--- src/rtl/pf_clk_div_delay_ctrl.sv ---
// Tap controller for up to four clock-divider delay lines: sequences DIR/MOVE/LOAD
// strobes with a settle gap, tracks each channel's tap and saturates at the limits.
module pf_clk_div_delay_ctrl #(
    parameter int NUM_CH   = 1,
    parameter int TAP_W    = 8,
    parameter int MAX_TAP  = 255,
    parameter int INIT_TAP = 1,
    parameter int MOVE_GAP = 2
) (
    input  logic                     SCLK,
    input  logic                     RESETN,
    input  logic                     CMD_VALID,
    output logic                     CMD_READY,
    input  logic [1:0]               CMD_CH,
    input  logic [1:0]               CMD_OP,
    input  logic [TAP_W-1:0]         CMD_COUNT,
    output logic                     DONE,
    output logic                     ERR,
    output logic [NUM_CH*TAP_W-1:0]  TAP_CNT,
    output logic [NUM_CH-1:0]        DELAY_LINE_DIR,
    output logic [NUM_CH-1:0]        DELAY_LINE_MOVE,
    output logic [NUM_CH-1:0]        DELAY_LINE_LOAD,
    input  logic [NUM_CH-1:0]        DELAY_LINE_OUT_OF_RANGE
);

    localparam int              GAP_W     = (MOVE_GAP > 1) ? $clog2(MOVE_GAP) : 1;
    localparam logic [GAP_W-1:0] GAP_LAST = GAP_W'(MOVE_GAP - 1);
    localparam logic [TAP_W-1:0] TAP_MAX  = TAP_W'(MAX_TAP);
    localparam logic [TAP_W-1:0] TAP_INIT = TAP_W'(INIT_TAP);
    localparam logic [2:0]       CH_LIMIT = 3'(NUM_CH);

    typedef enum logic [1:0] {
        OP_INC  = 2'b00,
        OP_DEC  = 2'b01,
        OP_LOAD = 2'b10,
        OP_ILL  = 2'b11
    } op_e;

    typedef enum logic [2:0] {
        S_IDLE,
        S_SETUP,
        S_MOVE,
        S_GAP,
        S_LOAD,
        S_FIN
    } state_e;

    state_e                          state_q, state_d;
    logic [1:0]                      ch_q, ch_d;
    logic                            inc_q, inc_d;
    logic [TAP_W-1:0]                cnt_q, cnt_d;
    logic [GAP_W-1:0]                gap_q, gap_d;
    logic                            err_q, err_d;
    logic [NUM_CH-1:0][TAP_W-1:0]    tap_q, tap_d;
    logic [NUM_CH-1:0]               dir_q, dir_d;
    logic [NUM_CH-1:0]               move_q, move_d;
    logic [NUM_CH-1:0]               load_q, load_d;
    logic                            ready_q, ready_d;
    logic                            done_q, done_d;
    logic                            err_out_q, err_out_d;

    logic [TAP_W-1:0]                cur_tap;
    logic                            cur_oor;
    logic                            at_limit;
    logic [NUM_CH-1:0]               ch_sel;

    always_comb begin
        // NOTE: every signal gets a default before the case so no path leaves it unassigned (no latches).
        state_d   = state_q;
        ch_d      = ch_q;
        inc_d     = inc_q;
        cnt_d     = cnt_q;
        gap_d     = gap_q;
        err_d     = err_q;
        tap_d     = tap_q;
        dir_d     = dir_q;
        cur_tap   = '0;
        cur_oor   = 1'b0;
        ch_sel    = '0;

        for (int n = 0; n < NUM_CH; n++) begin
            if (ch_q == 2'(n)) begin
                cur_tap = tap_q[n];
                cur_oor = DELAY_LINE_OUT_OF_RANGE[n];
            end
        end
        // Limit test for the step that would come next, in the latched direction.
        at_limit = inc_q ? (cur_tap == TAP_MAX) : (cur_tap == '0);

        unique case (state_q)
            S_IDLE: begin
                if (CMD_VALID && ready_q) begin
                    ch_d  = CMD_CH;
                    inc_d = (CMD_OP == OP_INC);
                    cnt_d = CMD_COUNT;
                    err_d = 1'b0;
                    if (CMD_OP == OP_ILL || {1'b0, CMD_CH} >= CH_LIMIT) begin
                        err_d   = 1'b1;
                        state_d = S_FIN;
                    end else if (CMD_OP == OP_LOAD) begin
                        state_d = S_LOAD;
                    end else if (CMD_COUNT == '0) begin
                        state_d = S_FIN;
                    end else begin
                        // DIR is set on entry so it is already valid during SETUP.
                        for (int n = 0; n < NUM_CH; n++) begin
                            if (CMD_CH == 2'(n)) dir_d[n] = (CMD_OP == OP_INC);
                        end
                        state_d = S_SETUP;
                    end
                end
            end
            S_SETUP: begin
                if (at_limit) begin
                    err_d   = 1'b1;
                    state_d = S_FIN;
                end else begin
                    state_d = S_MOVE;
                end
            end
            S_MOVE: begin
                for (int n = 0; n < NUM_CH; n++) begin
                    if (ch_q == 2'(n)) begin
                        tap_d[n] = inc_q ? tap_q[n] + TAP_W'(1) : tap_q[n] - TAP_W'(1);
                    end
                end
                cnt_d   = cnt_q - TAP_W'(1);
                gap_d   = GAP_LAST;
                state_d = S_GAP;
            end
            S_GAP: begin
                if (gap_q != '0) begin
                    gap_d = gap_q - GAP_W'(1);
                end else if (cur_oor) begin
                    err_d   = 1'b1;
                    state_d = S_FIN;
                end else if (cnt_q == '0) begin
                    state_d = S_FIN;
                end else if (at_limit) begin
                    err_d   = 1'b1;
                    state_d = S_FIN;
                end else begin
                    state_d = S_MOVE;
                end
            end
            S_LOAD: begin
                for (int n = 0; n < NUM_CH; n++) begin
                    if (ch_q == 2'(n)) tap_d[n] = TAP_INIT;
                end
                cnt_d   = '0;
                gap_d   = GAP_LAST;
                state_d = S_GAP;
            end
            S_FIN: begin
                state_d = S_IDLE;
            end
            default: begin
                state_d = S_IDLE;
            end
        endcase

        for (int n = 0; n < NUM_CH; n++) begin
            ch_sel[n] = (ch_d == 2'(n));
        end
        // Outputs are decoded from the next state so the registered strobes line up with it.
        ready_d   = (state_d == S_IDLE);
        done_d    = (state_d == S_FIN);
        err_out_d = (state_d == S_FIN) && err_d;
        move_d    = (state_d == S_MOVE) ? ch_sel : '0;
        load_d    = (state_d == S_LOAD) ? ch_sel : '0;
    end

    always_ff @(posedge SCLK or negedge RESETN) begin
        if (!RESETN) begin
            state_q   <= S_IDLE;
            ch_q      <= '0;
            inc_q     <= 1'b0;
            cnt_q     <= '0;
            gap_q     <= '0;
            err_q     <= 1'b0;
            tap_q     <= {NUM_CH{TAP_INIT}};
            dir_q     <= '0;
            move_q    <= '0;
            load_q    <= '0;
            ready_q   <= 1'b1;
            done_q    <= 1'b0;
            err_out_q <= 1'b0;
        end else begin
            // NOTE: non-blocking assignments so every flop samples pre-edge values.
            state_q   <= state_d;
            ch_q      <= ch_d;
            inc_q     <= inc_d;
            cnt_q     <= cnt_d;
            gap_q     <= gap_d;
            err_q     <= err_d;
            tap_q     <= tap_d;
            dir_q     <= dir_d;
            move_q    <= move_d;
            load_q    <= load_d;
            ready_q   <= ready_d;
            done_q    <= done_d;
            err_out_q <= err_out_d;
        end
    end

    assign CMD_READY       = ready_q;
    assign DONE            = done_q;
    assign ERR             = err_out_q;
    assign TAP_CNT         = tap_q;
    assign DELAY_LINE_DIR  = dir_q;
    assign DELAY_LINE_MOVE = move_q;
    assign DELAY_LINE_LOAD = load_q;

endmodule
--- config.mk ---
export PLATFORM = sky130hd
export DESIGN_NAME = pf_clk_div_delay_ctrl
export DESIGN_NICKNAME = d
export VERILOG_FILES = /design/src/rtl/pf_clk_div_delay_ctrl.sv
export SDC_FILE = /design/constraint.sdc
export NUM_CORES = 1
export LEC_CHECK = 0
export CAP_MARGIN = 20
export CELL_PAD_IN_SITES_DETAIL_PLACEMENT = 0
export CELL_PAD_IN_SITES_GLOBAL_PLACEMENT = 1
export CORE_ASPECT_RATIO = 0.7
export CORE_MARGIN = 2
export CORE_UTILIZATION = 25
export DETAILED_ROUTE_END_ITERATION = 10
export HOLD_SLACK_MARGIN = 0.15
export PLACE_DENSITY_LB_ADDON = 0.1
export SYNTH_ARGS = -nofsm -noshare
export SYNTH_HDL_FRONTEND = slang
export SYNTH_SLANG_ARGS = --single-unit
--- constraint.sdc ---
create_clock -name SCLK -period 4.25 [get_ports SCLK]
set_clock_uncertainty 0.1 [all_clocks]
set_input_delay 0.425 -clock SCLK [delete_from_list [all_inputs] [get_ports SCLK]]
set_output_delay 0.425 -clock SCLK [all_outputs]
set_load 0.02 [all_outputs]
Yosys cells after proc, flatten, opt, wreduce, memory -nomap -nowiden
Cells that the tools add are included.
Widths: inputs -> output; s select.
{ "op_classes": {"muxes": 31, "n_eq_ne": 13, "n_reduce_logical": 20, "magnitude_cmp": 1, "n_addsub": 4, "bitwise": 3} }
{ "ops": {"columns": ["operator", "count"], "rows": [
  ["$mux 8", 5],
  ["$logic_not 8->1", 3],
  ["$mux 3", 8],
  ["$pmux 8 s3", 1],
  ["$pmux 8 s2", 1],
  ["$sub 8x1->8 const B", 2],
  ["$pmux 3 s4", 1],
  ["$mux 1", 11],
  ["$eq 3x2->1 const B", 3],
  ["$eq 3x3->1 const B", 3],
  ["$add 8x1->8 const B", 1],
  ["$eq 8x8->1 const B", 1],
  ["$logic_not 2->1", 4],
  ["$logic_not 3->1", 2],
  ["$ne 2x2->1 const B", 3],
  ["$reduce_and 6->1", 1],
  ["$eq 2x2->1 const B", 2],
  ["$mux 2", 2],
  ["$reduce_and 2->1", 2],
  ["$reduce_bool 2->1", 2],
  ["$eq 3x1->1 const B", 1],
  ["$not 1->1", 3],
  ["$pmux 1 s3", 1],
  ["$reduce_and 3->1", 1],
  ["other kinds (7)", 8]
]} }
{ "word_totals": {"reg_bits": 30, "elab_cells": 85, "input_bits": 16, "out_inout_bits": 14} }

Logic depth before layout (Yosys ltp)
Gate-level depths: netlist (run 1).
{ "depth": {"word_depth": 11, "mapped_depth": 8} }

Least setup slack after synthesis (run 1)
OpenSTA, ideal clock, no wires.
{ "synth_path": {"kind": "register to register", "start": "register inc_q", "end": "register tap_q, in the netlist TAP_CNT[7]", "required_ns": 4.022, "path_stages_with_launch": 9, "synth_period_minus_slack_ns": 2.018, "arrival_time_ns": 1.790, "path_slack_ns": 2.232, "path_cell_list": "dfrtp_1 > inv_1 > ha_1 > a21oi_1 > o211ai_1 > o41ai_1 > xnor2_1 > a21oi_1 > o22ai_1"} }
{ "synth_between": {"elab_chain_cells": 3} }
{ "synth_rtl": {"columns": ["element", "line_no", "text"], "rows": [
  ["start, declared", "50", "logic inc_q, inc_d;"],
  ["start signal, assigned", "192", "inc_q <= inc_d;"],
  ["$mux 8", "124", "tap_d[n] = inc_q ? tap_q[n] + TAP_W'(1) : tap_q[n] - TAP_W'(1);"],
  ["$mux 8", "123", "if (ch_q == 2'(n)) begin"],
  ["$pmux 8 s2", "90", "unique case (state_q)"],
  ["end signal, assigned", "181", "tap_q <= {NUM_CH{TAP_INIT}};"],
  ["end signal, assigned", "196", "tap_q <= tap_d;"],
  ["end, declared", "54", "logic [NUM_CH-1:0][TAP_W-1:0] tap_q, tap_d;"]
]} }
No other way between the ends. The select of a mux whose other input is x is not followed.
A chain may end at the register's enable or synchronous reset.

Worst setup path after layout (run 1)
Ends and elaborated chain as after synthesis.

==> reports/metrics.yaml, run 1 <==
slew_headroom_pct: 62.8
cts_sinks: 30
nFillCells: 749
port_buffers: 29
netlist_area_um2: 1840
cp_cell_sequence: "inv_1 -> ha_1 -> a21oi_1 -> o211ai_1 -> o41ai_1 -> xnor2_1 -> a21oi_1 -> o22ai_1"
n_antenna_cell: 0
tightest_slew_ps: 555
cp-end-kind: "register"
viasPerCell: 4.91
syn_nets: 226
cts_tree: "done"
status: "finished, final reports clean"
die_w_um: 106
root_buffer: "clkbuf_8"
finalWirelength_mm: 4.97
first_pass_iters: 4
hp-class: "reg -> reg"
p_per_area_nw_per_um2: 838
first_global_vias: 1615
first_iter_violations: 61
synth_seq_cells: 30
overflow: 0
yosysWarnings: 0
dp_hpwl_mm: 3.64
fin_crit_ps: 2340
p_int_mw: 1.05
drv_cap: 0
gp_congestion: 0.730
cts_setup_buffers: 0
setup_ws_ps: 1910
area_growth_pct: 26.4
fp.coreArea_um2: 7190
pre_cts_slack_ps: 1850
yosysTopAreaCellShare_pct: 38.2
rsz0062_at_grt: "false"
sequentialPowerShare_pct: 29.4
ctsHtreeMaxLevel: 2
avgSynthCellArea_um2: 9.13
ir_worst_vdd_v: 0.000182
hold_buffers: 0
required_ps: 4350
period_share_pct: 55.2
fin_tns_setup_ps: 0
hold_viol_final: 0
p_total_mw: 1.94
dieHeight_um: 75.7
ios: 30
antenna_found_initial: 0
ys_seq_area_share_pct: 41.0
grt_pass1_wl_mm: 8.32
cts_resized: 0
syn_inst: 201
slowest_stage: "dfrtp_1"
p_comb_share_pct: 58.2
start_util_pct: 25.5
clockBufferDepth: 2
synth_area_leaders: "dfrtp_1, o21ai_0, ha_1"
fin_util_pct: 32.3
crit_path_max_incr_delay_ps: 420
grt_max_degree: 31
path_class: "reg -> reg"
slew_viol_final: 0
cts_made_buffers: 5
synth-main-ff-cell: "dfrtp_1"
ant_nets: 0
die-area_um2: 8050
cp_max_fo: 9
wl_per_cell_um: 15.0
crit_arrival_ps: 2440
start_kind: "register"
dr_total_vias: 1624
setup_viol: 0
max_freq_mhz: 427
pwr-share-clk_pct: 12.4
power.leakage_nw: 0.960
crit_top_cell: "a21oi_1"
rows: 26
synth_cell_types: 50
fin_nets: 257
drc: 0
drive_above_1_share_pct: 7.73
switching_share_pct: 46.1
synth_top_area_cell: "dfrtp_1"
worstSkewPairLatency_ps: 280
synth_edf_count: 0
switchingPower_mw: 0.897
async_flop_share_pct: 100
grt_use_total_pct: 13.5
clk_pin_slew_ps: 80
[path summary, 6_finish.rpt]
| path | start | end | slack (ps) | cells past startpoint |
|---|---|---|---|---|
| setup / recovery | inc_q | TAP_CNT[7] | 1910 | 8 |
| hold / removal | ch_q[1] | ch_q[1] | 400 | 2 |
| setup reg to reg | inc_q | TAP_CNT[7] | 1910 | 8 |
| hold reg to reg | ch_q[1] | ch_q[1] | 400 | 2 |
| max in group asynchronous | RESETN | TAP_CNT[0] | 3270 | 2 |
| min in group asynchronous | RESETN | DELAY_LINE_DIR | 450 | 2 |
[power by group through the flow]
stage	sequential [mW]	clock, mW	combinational, mW
final	0.571	0.241	1.13
after global routing	0.597	0.272	1.27
after CTS	0.573	0.257	1.14
after detailed placement	0.576	0	1.13
after global placement	0.581	0	1.16
after floorplan	0.595	0	0.790
[cell type report]
class,count,area [um^2],share of cell area [%]
clock buffers,7,86.3,3.72
clock inverters,1,5.00,0.216
inverters,10,37.5,1.62
multi-input cells,155,1020,43.9
flip-flops and latches,30,753,32.5
well taps,98,123,5.28
repair buffers,30,298,12.8
[through the flow]
step                      area (um^2)  instances  hold slack (ps)
after floorplan                  1840        201             29.4
after global placement           2230        323              383
after detailed placement         2230        323              387
after CTS                        2320        331              403
after global routing             2320        331              438
final                            2320        331              399
[worst max-delay path: cells and delay by family (launching register included)]
kind                       cells  cell delay [ps]
AOI/OAI and AO/OA              5              920
DFF                            1              420
buffers and inverters          1              320
xor gates and xnor gates       1              200
adders and majority gates      1              310
[registers in the layout (all words and copies together), names as in the netlist]
name and cells:
CMD_READY 1, DELAY_LINE_DIR 1, DELAY_LINE_LOAD 1, DELAY_LINE_MOVE 1
DONE 1, ERR 1, TAP_CNT 8, ch_q 2
cnt_q 8, err_q 1, gap_q 1, inc_q 1
state_q 3
[cells by family after synthesis]
family / share of synthesized area, %
DFF: 41.0
buffers and inverters: 3.48
adders and majority gates: 6.54
AOI/OAI and AO/OA: 25.7
and+or+nand+nor: 20.3
muxes: 0.545
xor gates and xnor gates: 2.39
[placed cells by master, fill, tap and decap left out, drive strengths merged, types with 3 or more instances in the layout]
cell type      instances
clkdlybuf4s50         29
dfrtp                 28
o21ai                 21
nand2                 17
nor2                  16
a21oi                 14
inv                   10
ha                     8
nor3                   7
clkbuf                 7
a21o                   6
nand3                  5
a22oi                  5
xnor2                  5
nor4                   5
a22o                   4
nand3b                 3
nand2b                 3
or2                    3
[per-layer routing]
metal / up-vias / global-route usage [%] / wire length, um
met2: 40 / 19.9 / 2020
met5: - / 0 / 0
met3: 7 / 3.42 / 184
met1: 775 / 19.6 / 2730
met4: 0 / 3.90 / 39
li1: 802 / - / -
[synthesized netlist by cell type (2+ instances only)]
cell,n
xnor2_1,5
nand3_1,5
a21o_1,6
nand4_1,2
nand2_1,17
a21oi_1,12
and2_1,2
nor2b_1,2
nor2_1,16
nor4_1,4
a22oi_1,5
nand3b_1,3
dfrtp_1,28
inv_1,10
ha_1,8
clkbuf_1,3
dfstp_2,2
nand2b_1,3
a211oi_1,2
o21ai_0,21
nor3_1,7
a22o_1,4
or3_1,2
buf_2,3
or2_2,2
a32o_1,2
a31oi_1,2
No activity file was read; power rests on OpenSTA's default activity.
==> run 2, diff against run 1 <==
==> constraint.sdc (replaced) <==
create_clock -name SCLK -period 2.16 [get_ports SCLK]
set_clock_uncertainty 0.1 [all_clocks]
set_input_delay 0.216 -clock SCLK [delete_from_list [all_inputs] [get_ports SCLK]]
set_output_delay 0.216 -clock SCLK [all_outputs]
set_load 0.02 [all_outputs]
==> reports/metrics.yaml, run 2 (synthesis results as in run 1) <==
cp-endpoint: "CMD_READY"  # was TAP_CNT[7]
setup_ws_ps: 112  # was 1910 ps
wl_per_cell_um: 15.0  # about the same
hold_buffers: 0  # unchanged
crit_path_max_incr_delay_ps: 410  # was 420 ps
root_buffer: "clkbuf_8"  # unchanged
drv_cap: 0  # unchanged
hp-class: "in -> async"  # was reg -> reg
required_ps: 2250  # was 4350 ps
antenna_found_initial: 0  # unchanged
worstSkewPairLatency_ps: 280  # about the same
switchingPower_mw: 1.87  # was 0.897 mW
viasPerCell: 4.90  # was 4.91
dr_total_vias: 1689  # was 1,624
start_kind: "register"  # unchanged
switching_share_pct: 45.1  # was 46.1%
reg2regPathDepth: 6  # was 8
slowest_stage: "dfrtp_1"  # unchanged
reg2reg_to: "CMD_READY"  # was TAP_CNT[7]
start_util_pct: 25.5  # unchanged
die_w_um: 106  # unchanged
crit_arrival_ps: 2140  # was 2440 ps
slew_headroom_pct: 70.0  # was 62.8%
hold_viol_final: 0  # unchanged
setup_viol: 0  # unchanged
first_pass_iters: 4  # unchanged
dieHeight_um: 75.7  # unchanged
rsz0062_at_grt: "true"  # was false
ctsHtreeMaxLevel: 2  # unchanged
fp.coreArea_um2: 7190  # unchanged
ir_worst_vdd_v: 0.000415  # was 0.000182 V
grt_use_total_pct: 14.1  # was 13.5%
fin_crit_ps: 2050  # was 2340 ps
drive_above_1_share_pct: 16.6  # was 7.73%
max_freq_mhz: 488  # was 427 MHz
cts_sinks: 30  # unchanged
r2r_slack_ps: 110  # was 1910 ps
power.leakage_nw: 1.04  # was 0.960 nW
first_global_vias: 1671  # was 1,615
path_class: "reg -> reg"  # unchanged
pwr-share-clk_pct: 11.7  # was 12.4%
rows: 26  # unchanged
finalWirelength_mm: 5.18  # was 4.97 mm
tightest_slew_ps: 451  # was 555 ps
seqCellArea_um2: 754  # was 753 um^2
clk_pin_slew_ps: 70  # was 80 ps
cts_tree: "done"  # unchanged
clockBufferDepth: 2  # unchanged
crit_start: "ch_q[0]"  # was inc_q
die-area_um2: 8050  # unchanged
first_iter_violations: 59  # was 61
pre_cts_slack_ps: -36.7  # was 1850 ps
nFillCells: 749  # unchanged
gp_congestion: 0.739  # was 0.730
ios: 30  # unchanged
ant_nets: 0  # unchanged
slew_viol_final: 0  # unchanged
cp_max_fo: 9  # unchanged
cts_setup_buffers: 0  # unchanged
final_area_um2: 2490  # was 2320 um^2
fin_nets: 271  # was 257
cp_cell_sequence: "or2_1 -> o31a_1 -> a21oi_4 -> o211a_1 -> o221ai_2 -> nor3_1"  # was inv_1 -> ha_1 -> a21oi_1 -> o211ai_1 -> o41ai_1 -> xnor2_1 -> a21oi_1 -> o22ai_1
port_buffers: 29  # unchanged
p_total_mw: 4.16  # was 1.94 mW
drc: 0  # unchanged
final_common_cell: "clkdlybuf4s50_1"  # unchanged
cp-end-kind: "register"  # unchanged
mostFrequentLayoutCells: "clkdlybuf4s50_1, dfrtp_1, o21ai_0"  # unchanged
dp_hpwl_mm: 3.87  # was 3.64 mm
multi_input_area_um2: 1070  # was 1020 um^2
p_comb_share_pct: 60.6  # was 58.2%
p_int_mw: 2.28  # was 1.05 mW
grt_pass1_wl_mm: 8.71  # was 8.32 mm
period_share_pct: 94.8  # was 55.2%
status: "finished, final reports clean"  # unchanged
n_antenna_cell: 0  # unchanged
r2r_start: "ch_q[0]"  # was inc_q
grt_max_degree: 31  # unchanged
sequentialPowerShare_pct: 27.7  # was 29.4%
p_per_area_nw_per_um2: 1670  # was 838 nW/um^2
placed_area_um2: 2330  # was 2230 um^2
overflow: 0  # unchanged
cts_made_buffers: 5  # unchanged
area_growth_pct: 35.4  # was 26.4%
==> run 2: power by group through the flow <==
stage / registers (mW) / clock network, mW / logic, mW
floorplan: 1.17 / 0 / 1.55
global placement: 1.15 / 0 / 2.44
detailed placement: 1.14 / 0 / 2.40
CTS: 1.13 / 0.500 / 2.43
global route: 1.20 / 0.535 / 2.83
finish: 1.15 / 0.486 / 2.52
==> run 2: per-layer routing <==
metal  share of wire [%]  GRT usage, %  vias to the layer above
li1                    -             -                      833
met1                  52          21.5                      804
met2                  41          19.7                       47
met3                 5.8          3.25                        5
met4                 1.0          4.33                        0
met5                   0             0                        -
==> run 2: cell type report <==
class	instances	area share, %
clock buffers	7	3.47
flip-flops and latches	30	30.3
repair buffers	44	16.2
well taps	98	4.93
inverters	10	1.61
multi-input cells	155	43.2
clock inverters	1	0.201
==> run 2: how the worst min path moves through the flow <==
stage | depth (start not counted) | startpoint | slack [ps] | end
global placement | 2 | DELAY_LINE_DIR | 380 | DELAY_LINE_DIR
CTS | 2 | RESETN | 240 | TAP_CNT[2]
global route | 2 | RESETN | 280 | TAP_CNT[2]
floorplan | 0 | RESETN | -180 | DELAY_LINE_DIR
finish | 2 | RESETN | 220 | DELAY_LINE_DIR
detailed placement | 2 | DELAY_LINE_DIR | 390 | DELAY_LINE_DIR
==> run 2: worst max-delay path: cells and delay by family, from the launching register on <==
kind	cells	cell delay, ps
AOI/OAI and AO/OA	4	920
DFF	1	410
and+or+nand+nor	2	520
==> run 2: timing repair <==
| item | CTS | global route |
|---|---|---|
| endpoints found under the setup margin | 1 | 6 |
| resized for setup | 1 | 10 |
| pin swaps | 0 | 2 |
==> run 2: through the flow <==
stage	hold slack, ps	utilization [%]	setup TNS [ps]	cells
after floorplan	-180	-	0	201
after global placement	379	32.5	-24.5	337
final	224	34.6	0	345
after global routing	281	34.6	-25.4	345
after detailed placement	385	32.5	-52.3	337
after CTS	244	33.8	0	345
==> run 3, diff against run 2 <==
--- a/config.mk
+++ b/config.mk
@@ -6,8 +6,8 @@
 export NUM_CORES = 1
 export LEC_CHECK = 0
 export CAP_MARGIN = 20
-export CELL_PAD_IN_SITES_DETAIL_PLACEMENT = 0
-export CELL_PAD_IN_SITES_GLOBAL_PLACEMENT = 1
+export CELL_PAD_IN_SITES_DETAIL_PLACEMENT = 2
+export CELL_PAD_IN_SITES_GLOBAL_PLACEMENT = 2
 export CORE_ASPECT_RATIO = 0.7
 export CORE_MARGIN = 2
 export CORE_UTILIZATION = 25
==> constraint.sdc (replaced) <==
create_clock -name SCLK -period 1.7 [get_ports SCLK]
set_clock_uncertainty 0.1 [all_clocks]
set_input_delay 0.17 -clock SCLK [delete_from_list [all_inputs] [get_ports SCLK]]
set_output_delay 0.17 -clock SCLK [all_outputs]
set_load 0.02 [all_outputs]
==> reports/metrics.yaml, run 3 (synthesis results as in run 1) <==
status: "finished, violations left"  # was finished, final reports clean
violations: "setup timing"
power.leakage_nw: 1.42  # was 1.04 nW
drv_cap: 0  # unchanged
first_global_vias: 2337  # was 1,671
die-area_um2: 8050  # unchanged
whs_ps: 192  # was 224 ps
crit_start: "inc_q"  # was ch_q[0]
cp-endpoint: "TAP_CNT[7]"  # was CMD_READY
ir_worst_vdd_v: 0.000792  # was 0.000415 V
cts_tree: "done"  # unchanged
cts_sinks: 30  # unchanged
seqCellArea_um2: 761  # was 754 um^2
gp_congestion: 0.860  # was 0.739
fin_crit_ps: 2030  # was 2050 ps
first_pass_iters: 4  # unchanged
path_class: "reg -> reg"  # unchanged
overflow: 0  # unchanged
grt_pass1_wl_mm: 12.1  # was 8.71 mm
reg2reg_to: "TAP_CNT[7]"  # was CMD_READY
start_util_pct: 25.5  # unchanged
fin_nets: 339  # was 271
cp_max_fo: 7  # was 9
p_per_area_nw_per_um2: 2240  # was 1670 nW/um^2
r2r_slack_ps: -330  # was 110 ps
root_buffer: "clkbuf_8"  # unchanged
n_antenna_cell: 0  # unchanged
worstSkewPairLatency_ps: 290  # was 280 ps
setup_viol: 14  # was 0
clockBufferDepth: 2  # unchanged
fp.coreArea_um2: 7190  # unchanged
final_common_cell: "buf_4"  # was clkdlybuf4s50_1
setup_ws_ps: -330  # was 112 ps
drive_above_1_share_pct: 43.5  # was 16.6%
crit_arrival_ps: 2140  # about the same
drc: 0  # unchanged
nFillCells: 794  # was 749
ant_nets: 0  # unchanged
dieHeight_um: 75.7  # unchanged
period_share_pct: 119  # was 94.8%
rsz0062_at_grt: "true"  # unchanged
hold_buffers: 0  # unchanged
slew_viol_final: 0  # unchanged
die_w_um: 106  # unchanged
grt_use_total_pct: 19.8  # was 14.1%
grt_max_degree: 31  # unchanged
cp-end-kind: "register"  # unchanged
ios: 30  # unchanged
multi_input_area_um2: 1210  # was 1070 um^2
mostFrequentLayoutCells: "buf_4, dfrtp_1, clkdlybuf4s50_1"  # was clkdlybuf4s50_1, dfrtp_1, o21ai_0
dr_total_vias: 2012  # was 1,689
finalWirelength_mm: 7.56  # was 5.18 mm
max_freq_mhz: 493  # was 488 MHz
p_total_mw: 7.09  # was 4.16 mW
tightest_slew_ps: 430  # was 451 ps
antenna_found_initial: 0  # unchanged
cts_made_buffers: 5  # unchanged
hold_viol_final: 0  # unchanged
fin_tns_setup_ps: -2810  # was 0 ps
r2r_start: "inc_q"  # was ch_q[0]
viasPerCell: 4.87  # was 4.90
required_ps: 1810  # was 2250 ps
reg2regPathDepth: 8  # was 6
slew_headroom_pct: 71.2  # was 70.0%
port_buffers: 29  # unchanged
first_iter_violations: 48  # was 59
start_kind: "register"  # unchanged
rows: 26  # unchanged
ctsHtreeMaxLevel: 2  # unchanged
dp_hpwl_mm: 5.93  # was 3.87 mm
wl_per_cell_um: 18.3  # was 15.0 um
area_growth_pct: 72.6  # was 35.4%
hp-class: "in -> async"  # unchanged
clk_pin_slew_ps: 70  # about the same
[run 3: what timing repair did]
item                                    4_1_cts  5_1_grt
pin swaps                                     8        4
cloned                                        0        0
resized for setup                            29       19
setup buffers                                 5        4
endpoints found under the setup margin       31       28
[run 3: power breakdown]
| group | internal, mW | leakage [nW] | switching [mW] | total [mW] |
|---|---|---|---|---|
| Clock | 0.325 | 0.0472 | 0.299 | 0.624 |
| Sequential | 1.07 | 0.360 | 0.367 | 1.44 |
| Combinational | 2.61 | 1.02 | 2.41 | 5.03 |
| Total | 4.01 | 1.42 | 3.08 | 7.09 |
[run 3: routing by layer]
metal	track usage (%)	part of all wire [%]
met5	0	0
met4	3.61	0.53
met3	3.42	2.4
met2	37.0	49
met1	24.8	48
[run 3: worst max-delay path, cell delays in order (launching register included)]
cell and delay (ps):
dfrtp_1 390, inv_4 100, ha_4 300, nand3_1 90, o211ai_1 400, o41ai_2 120, xnor2_1 210, a21oi_1 100
o22ai_1 130
[run 3: worst min-delay path by stage]
stage	startpoint	depth (start not counted)	slack, ps	to
6_report	RESETN	2	190	DELAY_LINE_MOVE
2_1_floorplan	RESETN	0	-230	DELAY_LINE_DIR
3_3_place_gp	DELAY_LINE_DIR	2	380	DELAY_LINE_DIR
5_1_grt	RESETN	2	220	DONE
3_5_place_dp	DELAY_LINE_DIR	2	410	DELAY_LINE_DIR
4_1_cts	RESETN	2	200	TAP_CNT[5]
[run 3: through the flow]
step           cells  area (um^2)  setup WS [ps]  util (%)
2_1_floorplan    201         1920           -165         -
6_report         413         3170           -330      44.1
3_3_place_gp     396         2860           -279      39.7
3_5_place_dp     396         2860           -348      39.7
5_1_grt          413         3170           -493      44.1
4_1_cts          409         3070           -321      42.7
[run 3: final cells by class]
class                           instances  area share [%]
Clock buffer                            6            2.61
Tap cell                               98            3.87
Inverter                               10            1.26
Timing Repair Buffer                  112            29.7
Clock inverter                          2           0.395
Multi-Input combinational cell        155            38.1
Sequential cell                        30            24.0
